File: src/rtl/matrix_stream_loader_if.sv
// Byte-stream in, element write port out, and the ACK/NAK response port of the
// matrix stream loader. master = loader side, slave = UART/buffer side.
interface matrix_stream_loader_if #(
    parameter int DATA_W = 32
);
    logic [7:0]        rx_data;
    logic              rx_valid;
    logic              mem_we;
    logic              mem_sel;
    logic [7:0]        mem_row;
    logic [7:0]        mem_col;
    logic [DATA_W-1:0] mem_wdata;
    logic [7:0]        m_dim;
    logic [7:0]        n_dim;
    logic [7:0]        p_dim;
    logic              busy;
    logic              load_done;
    logic [1:0]        err_code;
    logic [7:0]        tx_data;
    logic              tx_valid;
    logic              tx_ready;

    modport master (
        input  rx_data, rx_valid, tx_ready,
        output mem_we, mem_sel, mem_row, mem_col, mem_wdata,
               m_dim, n_dim, p_dim, busy, load_done, err_code, tx_data, tx_valid
    );

    modport slave (
        output rx_data, rx_valid, tx_ready,
        input  mem_we, mem_sel, mem_row, mem_col, mem_wdata,
               m_dim, n_dim, p_dim, busy, load_done, err_code, tx_data, tx_valid
    );
endinterface

File: src/rtl/matrix_stream_loader.sv
// Parses a framed UART byte stream (sync, M/N/P, A, B, XOR checksum) into
// operand-buffer writes and answers each frame with an ACK or NAK byte.
module matrix_stream_loader #(
    parameter int MAX_M          = 4,
    parameter int MAX_N          = 4,
    parameter int MAX_P          = 4,
    parameter int DATA_W         = 32,
    parameter int TIMEOUT_CYCLES = 500000
) (
    input  logic                   clk,
    input  logic                   rst,
    matrix_stream_loader_if.master bus
);
    localparam int BPW = DATA_W / 8;
    localparam int BCW = (BPW > 1) ? $clog2(BPW) : 1;
    localparam int TW  = $clog2(TIMEOUT_CYCLES + 1);
    localparam logic [7:0] SYNC = 8'hA5;
    localparam logic [7:0] ACK  = 8'h06;
    localparam logic [7:0] NAK  = 8'h15;

    typedef enum logic [2:0] {IDLE, DIMS, LOAD_A, LOAD_B, CHECK, RESP} state_t;

    state_t            state_q, state_d;
    logic [1:0]        dim_idx_q, dim_idx_d;
    logic [7:0]        m_q, m_d, n_q, n_d, p_q, p_d;
    logic [7:0]        row_q, row_d, col_q, col_d;
    logic [BCW-1:0]    byte_cnt_q, byte_cnt_d;
    logic [DATA_W-1:0] word_q, word_d;
    logic [7:0]        csum_q, csum_d;
    logic [TW-1:0]     tmo_q, tmo_d;
    logic              mem_we_q, mem_we_d, mem_sel_q, mem_sel_d;
    logic [7:0]        mem_row_q, mem_row_d, mem_col_q, mem_col_d;
    logic [DATA_W-1:0] mem_wdata_q, mem_wdata_d;
    logic [7:0]        m_dim_q, m_dim_d, n_dim_q, n_dim_d, p_dim_q, p_dim_d;
    logic              busy_q, busy_d, tx_valid_q, tx_valid_d;
    logic [1:0]        err_q, err_d;
    logic [7:0]        tx_data_q, tx_data_d;

    logic [DATA_W-1:0] word_next;
    logic [TW-1:0]     tmo_inc;
    logic [7:0]        last_row, last_col;

    always_comb begin
        state_d     = state_q;
        dim_idx_d   = dim_idx_q;
        m_d         = m_q;
        n_d         = n_q;
        p_d         = p_q;
        row_d       = row_q;
        col_d       = col_q;
        byte_cnt_d  = byte_cnt_q;
        word_d      = word_q;
        csum_d      = csum_q;
        tmo_d       = tmo_q;
        mem_we_d    = 1'b0;
        mem_sel_d   = mem_sel_q;
        mem_row_d   = mem_row_q;
        mem_col_d   = mem_col_q;
        mem_wdata_d = mem_wdata_q;
        m_dim_d     = m_dim_q;
        n_dim_d     = n_dim_q;
        p_dim_d     = p_dim_q;
        busy_d      = busy_q;
        err_d       = err_q;
        tx_data_d   = tx_data_q;
        tx_valid_d  = tx_valid_q;

        word_next = (word_q << 8) | DATA_W'(bus.rx_data);
        tmo_inc   = tmo_q + 1'b1;
        last_col  = (state_q == LOAD_A) ? n_q - 8'd1 : p_q - 8'd1;
        last_row  = (state_q == LOAD_A) ? m_q - 8'd1 : n_q - 8'd1;

        // Timeout only advances on idle cycles, so a byte on the firing cycle wins.
        if (state_q inside {DIMS, LOAD_A, LOAD_B, CHECK}) begin
            if (bus.rx_valid) begin
                tmo_d = '0;
            end else begin
                tmo_d = tmo_inc;
                if (tmo_inc == TW'(TIMEOUT_CYCLES)) begin
                    state_d    = RESP;
                    tx_data_d  = NAK;
                    tx_valid_d = 1'b1;
                    err_d      = 2'd3;
                end
            end
        end

        case (state_q)
            IDLE: begin
                if (bus.rx_valid && bus.rx_data == SYNC) begin
                    state_d   = DIMS;
                    dim_idx_d = 2'd0;
                    csum_d    = 8'd0;
                    err_d     = 2'd0;
                    busy_d    = 1'b1;
                    tmo_d     = '0;
                end
            end
            DIMS: begin
                if (bus.rx_valid) begin
                    csum_d    = csum_q ^ bus.rx_data;
                    dim_idx_d = dim_idx_q + 2'd1;
                    case (dim_idx_q)
                        2'd0:    m_d = bus.rx_data;
                        2'd1:    n_d = bus.rx_data;
                        default: begin
                            p_d = bus.rx_data;
                            if (m_q == 8'd0 || m_q > 8'(MAX_M) ||
                                n_q == 8'd0 || n_q > 8'(MAX_N) ||
                                bus.rx_data == 8'd0 || bus.rx_data > 8'(MAX_P)) begin
                                state_d    = RESP;
                                tx_data_d  = NAK;
                                tx_valid_d = 1'b1;
                                err_d      = 2'd1;
                            end else begin
                                state_d    = LOAD_A;
                                row_d      = 8'd0;
                                col_d      = 8'd0;
                                byte_cnt_d = '0;
                                word_d     = '0;
                            end
                        end
                    endcase
                end
            end
            LOAD_A, LOAD_B: begin
                if (bus.rx_valid) begin
                    csum_d = csum_q ^ bus.rx_data;
                    word_d = word_next;
                    if (byte_cnt_q == BCW'(BPW - 1)) begin
                        byte_cnt_d  = '0;
                        mem_we_d    = 1'b1;
                        mem_sel_d   = (state_q == LOAD_B);
                        mem_row_d   = row_q;
                        mem_col_d   = col_q;
                        mem_wdata_d = word_next;
                        if (col_q == last_col) begin
                            col_d = 8'd0;
                            if (row_q == last_row) begin
                                row_d   = 8'd0;
                                state_d = (state_q == LOAD_A) ? LOAD_B : CHECK;
                            end else begin
                                row_d = row_q + 8'd1;
                            end
                        end else begin
                            col_d = col_q + 8'd1;
                        end
                    end else begin
                        byte_cnt_d = byte_cnt_q + 1'b1;
                    end
                end
            end
            CHECK: begin
                if (bus.rx_valid) begin
                    state_d    = RESP;
                    tx_valid_d = 1'b1;
                    if (bus.rx_data == csum_q) begin
                        tx_data_d = ACK;
                    end else begin
                        tx_data_d = NAK;
                        err_d     = 2'd2;
                    end
                end
            end
            RESP: begin
                if (bus.tx_ready) begin
                    state_d    = IDLE;
                    tx_valid_d = 1'b0;
                    busy_d     = 1'b0;
                    if (tx_data_q == ACK) begin
                        m_dim_d = m_q;
                        n_dim_d = n_q;
                        p_dim_d = p_q;
                    end
                end
            end
            default: state_d = IDLE;
        endcase
    end

    always_ff @(posedge clk) begin
        if (rst) begin
            state_q     <= IDLE;
            dim_idx_q   <= '0;
            m_q         <= '0;
            n_q         <= '0;
            p_q         <= '0;
            row_q       <= '0;
            col_q       <= '0;
            byte_cnt_q  <= '0;
            word_q      <= '0;
            csum_q      <= '0;
            tmo_q       <= '0;
            mem_we_q    <= 1'b0;
            mem_sel_q   <= 1'b0;
            mem_row_q   <= '0;
            mem_col_q   <= '0;
            mem_wdata_q <= '0;
            m_dim_q     <= '0;
            n_dim_q     <= '0;
            p_dim_q     <= '0;
            busy_q      <= 1'b0;
            err_q       <= '0;
            tx_data_q   <= '0;
            tx_valid_q  <= 1'b0;
        end else begin
            state_q     <= state_d;
            dim_idx_q   <= dim_idx_d;
            m_q         <= m_d;
            n_q         <= n_d;
            p_q         <= p_d;
            row_q       <= row_d;
            col_q       <= col_d;
            byte_cnt_q  <= byte_cnt_d;
            word_q      <= word_d;
            csum_q      <= csum_d;
            tmo_q       <= tmo_d;
            mem_we_q    <= mem_we_d;
            mem_sel_q   <= mem_sel_d;
            mem_row_q   <= mem_row_d;
            mem_col_q   <= mem_col_d;
            mem_wdata_q <= mem_wdata_d;
            m_dim_q     <= m_dim_d;
            n_dim_q     <= n_dim_d;
            p_dim_q     <= p_dim_d;
            busy_q      <= busy_d;
            err_q       <= err_d;
            tx_data_q   <= tx_data_d;
            tx_valid_q  <= tx_valid_d;
        end
    end

    assign bus.mem_we    = mem_we_q;
    assign bus.mem_sel   = mem_sel_q;
    assign bus.mem_row   = mem_row_q;
    assign bus.mem_col   = mem_col_q;
    assign bus.mem_wdata = mem_wdata_q;
    assign bus.m_dim     = m_dim_q;
    assign bus.n_dim     = n_dim_q;
    assign bus.p_dim     = p_dim_q;
    assign bus.busy      = busy_q;
    assign bus.err_code  = err_q;
    assign bus.tx_data   = tx_data_q;
    assign bus.tx_valid  = tx_valid_q;
    // Must coincide with the accept cycle, so it follows tx_ready combinationally.
    assign bus.load_done = (state_q == RESP) && tx_valid_q && bus.tx_ready && (tx_data_q == ACK);
endmodule

File: src/flat_wrapper.sv
// flat-port wrapper written by rule: the top's interface ports become plain ports
module matrix_stream_loader_flat 
#(
    parameter int MAX_M          = 4,
    parameter int MAX_N          = 4,
    parameter int MAX_P          = 4,
    parameter int DATA_W         = 32,
    parameter int TIMEOUT_CYCLES = 500000
)
  (clk, rst, bus_rx_data, bus_rx_valid, bus_tx_ready, bus_mem_we, bus_mem_sel, bus_mem_row, bus_mem_col, bus_mem_wdata, bus_m_dim, bus_n_dim, bus_p_dim, bus_busy, bus_load_done, bus_err_code, bus_tx_data, bus_tx_valid);
  matrix_stream_loader_if #(.DATA_W(DATA_W)) bus_i ();
  input  logic clk;
  input  logic rst;
  input wire logic [$bits(bus_i.rx_data)-1:0] bus_rx_data;
  input wire logic [$bits(bus_i.rx_valid)-1:0] bus_rx_valid;
  input wire logic [$bits(bus_i.tx_ready)-1:0] bus_tx_ready;
  output wire logic [$bits(bus_i.mem_we)-1:0] bus_mem_we;
  output wire logic [$bits(bus_i.mem_sel)-1:0] bus_mem_sel;
  output wire logic [$bits(bus_i.mem_row)-1:0] bus_mem_row;
  output wire logic [$bits(bus_i.mem_col)-1:0] bus_mem_col;
  output wire logic [$bits(bus_i.mem_wdata)-1:0] bus_mem_wdata;
  output wire logic [$bits(bus_i.m_dim)-1:0] bus_m_dim;
  output wire logic [$bits(bus_i.n_dim)-1:0] bus_n_dim;
  output wire logic [$bits(bus_i.p_dim)-1:0] bus_p_dim;
  output wire logic [$bits(bus_i.busy)-1:0] bus_busy;
  output wire logic [$bits(bus_i.load_done)-1:0] bus_load_done;
  output wire logic [$bits(bus_i.err_code)-1:0] bus_err_code;
  output wire logic [$bits(bus_i.tx_data)-1:0] bus_tx_data;
  output wire logic [$bits(bus_i.tx_valid)-1:0] bus_tx_valid;
  assign bus_i.rx_data = bus_rx_data;
  assign bus_i.rx_valid = bus_rx_valid;
  assign bus_i.tx_ready = bus_tx_ready;
  assign bus_mem_we = bus_i.mem_we;
  assign bus_mem_sel = bus_i.mem_sel;
  assign bus_mem_row = bus_i.mem_row;
  assign bus_mem_col = bus_i.mem_col;
  assign bus_mem_wdata = bus_i.mem_wdata;
  assign bus_m_dim = bus_i.m_dim;
  assign bus_n_dim = bus_i.n_dim;
  assign bus_p_dim = bus_i.p_dim;
  assign bus_busy = bus_i.busy;
  assign bus_load_done = bus_i.load_done;
  assign bus_err_code = bus_i.err_code;
  assign bus_tx_data = bus_i.tx_data;
  assign bus_tx_valid = bus_i.tx_valid;
  matrix_stream_loader #(.MAX_M(MAX_M), .MAX_N(MAX_N), .MAX_P(MAX_P), .DATA_W(DATA_W), .TIMEOUT_CYCLES(TIMEOUT_CYCLES)) u_core (.clk(clk), .rst(rst), .bus(bus_i));
endmodule
File: config.mk
export PLATFORM = sky130hd
export DESIGN_NAME = matrix_stream_loader_flat
export DESIGN_NICKNAME = d
export VERILOG_FILES = /design/src/rtl/matrix_stream_loader_if.sv /design/src/rtl/matrix_stream_loader.sv /design/src/flat_wrapper.sv
export SDC_FILE = /design/constraint.sdc
export NUM_CORES = 1
export LEC_CHECK = 0
export BUFFER_PORTS_ARGS = -buffer_cell sky130_fd_sc_hd__buf_4
export CAP_MARGIN = 20
export CORE_ASPECT_RATIO = 1.2
export CORE_MARGIN = 2
export CORE_UTILIZATION = 53
export DETAILED_ROUTE_END_ITERATION = 8
export PLACE_DENSITY = 0.76
export SETUP_SLACK_MARGIN = 0.2
export SKIP_LAST_GASP = 1
export SYNTH_ARGS = -nofsm -noshare
export SYNTH_HDL_FRONTEND = slang
export SYNTH_SLANG_ARGS = --single-unit
File: constraint.sdc
create_clock -name clk -period 2.9 [get_ports clk]
set_clock_uncertainty 0.1 [all_clocks]
set_input_delay 0.725 -clock clk [delete_from_list [all_inputs] [get_ports clk]]
set_output_delay 0.725 -clock clk [all_outputs]
set_load 0.05 [all_outputs]
==> impl_metrics.py <==
metrics = {
    "logic_synthesis": {
        "synthCells": 1161,
        "synth_enable_flop_cells": 0,
        "yosys-mux-area-fraction_pct": 1.14,
        "ys_ff_latch": 184,
        "synth_compound_area_share_pct": 17.1,
        "yosysSeqAreaShare_pct": 41.8,
        "async_flop_share_pct": 0,
        "synth-simple-area-share_pct": 29.2,
        "synth.distinct_cells": 60,
        "synth_area_per_cell_um2": 7.59,
        "synth_top_family_by_area": "simple AND/OR/NAND/NOR gates",
        "yosys_warnings": 0,
        "ys.flop_type": "dfxtp_1",
        "mappedNetlistArea_um2": 8820,
        "syn-num-nets": 1184,
        "synthXorXnorAreaFrac_pct": 4.57,
        "synthAdderAreaFrac_pct": 1.56,
    },
    "critical_path": {
        "cp-end-kind": "flip-flop",
        "cp-start-kind": "flip-flop",
        "path_class": "flip-flop to flip-flop",
        "r2r_start": "u_core.n_q[1]",
        "r2r_slack_ps": -70,
        "critPathCapture": "u_core.row_q[2]",
        "startpoint": "u_core.n_q[1]",
        "r2r_end": "u_core.row_q[2]",
        "path_max_fanout": 5,
        "critPathArrivalTime_ps": 3230,
        "reg2regPathDepth": 11,
        "required_ps": 3160,
    },
    "drt": {
        "drt-pass1-iter-count": 7,
        "vias_per_cell": 5.89,
        "wl_mm": 25.4,
        "drc": 0,
        "ant_nets": 0,
        "vias": 8845,
        "drt_iter0_drc": 863,
        "wl_per_cell_um": 16.9,
    },
    "floorplan": {
        "die_h_um": 145,
        "coreArea_um2": 16300,
        "die_w_um": 122,
        "initial_utilization_pct": 54.2,
        "num_rows": 51,
        "dieArea_um2": 17700,
        "io_pins": 99,
    },
    "pwr": {
        "pwr-share-comb_pct": 2.7,
        "p_int_w": 0.00392,
        "power.share.clock_pct": 47.6,
        "p_sw_w": 0.00116,
        "power_density_nw_per_um2": 457,
        "p_leak_nw": 4.14,
        "peakVddDrop_uv": 387,
        "power_switching_share_pct": 22.8,
        "seq_power_share_pct": 49.7,
    },
    "clock_tree": {
        "cts_max_path_buffers": 2,
        "clkTransAtPathRegs_ps": 70,
        "clk_latency_ps": 440,
        "ctsHoldBuffers": 0,
        "cts-root-buf": "clkbuf_16",
        "cts_buffers": 17,
        "htree_levels": 4,
        "numClockSinks": 184,
        "tritoncts": "yes",
    },
    "place": {
        "post-dp-hpwl_mm": 17.3,
        "port_buffers": 98,
        "placed_cell_area_um2": 10200,
        "place_congestion": 0.958,
        "place_ws_ps": -415,
    },
    "timing": {
        "hold_violations": 0,
        "finalSetupViolations": 5,
        "finalCritPeriodShare_pct": 102,
        "fmax_mhz": 336,
        "rsz0062_at_grt": "yes",
        "period_needed_ps": 2970,
        "relSlewSlack_pct": 55.3,
        "maxSlewViolCount": 0,
        "worst_slack_ps": -71.8,
        "worstMarginPinSlew_ps": 668,
    },
    "finish": {
        "fill_cells": 1360,
        "syn2layout_area_growth_pct": 26.2,
        "fin_nets": 1300,
        "drive_above_1_share_pct": 22.5,
        "fin_area_um2": 11100,
        "diodes": 0,
    },
    "global_route": {
        "grt_max_degree": 101,
        "grt_pass1_vias": 8086,
        "antenna_found_initial": 0,
        "grt_util_all_layers_pct": 28.5,
        "overflow": 0,
        "grt_first_pass_wirelength_mm": 40.6,
    },
    "outcome": {
        "outcome": "finished with violations",
        "violations": "negative setup slack",
    },
    "hold_path": {
        "worstHoldPathType": "flip-flop to flip-flop",
    },
    "job": {
        "maxCapViolations": 0,
    },
}
## cells in the mapped netlist (5+ instances only)
library cell  count  share of area [%]
nand2_1         241                 10
dfxtp_1         184                 42
a21oi_1         172                9.8
clkbuf_1         81                3.4
nor2_1           78                3.3
nand3_1          66                3.7
o21ai_0          42                2.4
xnor2_1          32                3.2
nor3_1           20                1.1
or3_1            18                1.3
and3_1           16                1.1
inv_1            14               0.60
nand4_1          14               0.99
xor2_1           14                1.4
ha_1             11                1.6
a31oi_1          10               0.71
mux2i_1          10                1.1
nand2b_1          9               0.64
and2_1            8               0.57
or4_1             8               0.68
nor4b_1           7               0.70
a41oi_1           6               0.60
buf_2             6               0.34
nand3b_1          6               0.51
nor2b_1           6               0.43
nor3b_1           6               0.51
o21a_1            6               0.51
or2_2             6               0.43
nand4b_1          5               0.50
nor4_1            5               0.35
## repair_timing
item                       in CTS  in global routing
resized for setup              30                 44
pin swaps                       4                 18
setup endpoints to repair      50                 45
buffers inserted                3                  3
## cell type report
type                    count  area, µm²  share of cell area [%]
multi-input cells         871       5000                    44.9
well taps                 212        265                    2.38
inverters                  14       52.6                   0.472
clock buffers              20        457                    4.11
flip-flops and latches    184       3700                    33.2
repair buffers            189       1500                    13.5
clock inverters            12        155                    1.39
## worst min-delay path by stage
stage | startpoint | to | cells after the start
2_1_floorplan | u_core.word_q[16] | u_core.word_q[16] | 2
3_3_place_gp | u_core.bus.m_dim[6] | u_core.bus.m_dim[6] | 2
3_5_place_dp | u_core.bus.m_dim[2] | u_core.bus.m_dim[2] | 2
4_1_cts | u_core.bus.n_dim[4] | u_core.bus.n_dim[4] | 2
5_1_grt | u_core.word_q[20] | u_core.word_q[20] | 2
6_report | u_core.bus.n_dim[4] | u_core.bus.n_dim[4] | 2
## sequential cells by signal, summed over array words and instances (netlist names), 2 cells and up
signal                cells
u_core.bus.mem_row        8
u_core.bus.err_code       2
u_core.n_q                8
u_core.state_q            3
u_core.bus.tx_data        8
u_core.bus.mem_col        8
u_core.p_q                8
u_core.bus.m_dim          8
u_core.bus.mem_wdata     32
u_core.csum_q             8
u_core.col_q              8
u_core.bus.n_dim          8
u_core.word_q            24
u_core.row_q              8
u_core.bus.p_dim          8
u_core.byte_cnt_q         2
u_core.dim_idx_q          2
u_core.m_q                8
u_core.tmo_q             19
## metrics by stage
step | TNS, ps | utilization, % | hold slack, ps | instances | power, W
CTS | 0 | 67.1 | 354 | 1499 | 0.00510
global placement | -12060 | 62.4 | 340 | 1464 | 0.00271
detailed placement | -13300 | 62.4 | 346 | 1464 | 0.00271
finish | -151 | 68.4 | 350 | 1502 | 0.00508
floorplan | -148 | - | 332 | 1161 | 0.00266
global route | -605 | 68.4 | 373 | 1502 | 0.00521
## cells in the final DEF (no fill, tap or decap), types with 12 or more instances in the layout
cell type  instances
and3_1            16
inv_1             12
clkbuf_16         17
nor3_1            16
nand4_1           14
nor2_1            78
xor2_1            14
buf_4            179
nand2_1          238
o21ai_0           36
nand3_1           64
xnor2_1           30
dfxtp_1          174
or3_1             18
a21oi_1          171
## power groups by stage
stage                     logic [W]  clock network [W]  registers [W]
final                      0.000137            0.00242        0.00253
after global routing       0.000146            0.00255        0.00252
after global placement     0.000129                  0        0.00258
after detailed placement   0.000130                  0        0.00258
after CTS                  0.000133            0.00244        0.00253
after floorplan           0.0000763                  0        0.00258
## kinds of logic after synthesis
family	after synthesis
compound gates	267
simple gates	537
flops	184
xor+xnor	46
buf+inv	106
fa+ha+maj	11
mux	10
## worst max-delay path: stages (launching register included)
cell	delay (ps)
dfxtp_2	340
or4_4	570
buf_6	140
or4_1	390
nand4_1	180
o31ai_1	110
nor2_1	150
nor4bb_1	70
buf_4	180
buf_12	130
or3_1	340
a31oi_1	190
## layer usage
| metal | track usage, % | share of wire (%) | vias to the layer above |
|---|---|---|---|
| met5 | 0 | 0 | - |
| met3 | 5.50 | 6.6 | 76 |
| li1 | - | - | 4246 |
| met1 | 37.5 | 42 | 4144 |
| met2 | 45.2 | 47 | 379 |
| met4 | 12.8 | 3.5 | 0 |
Power figures use the tool's default switching activity.
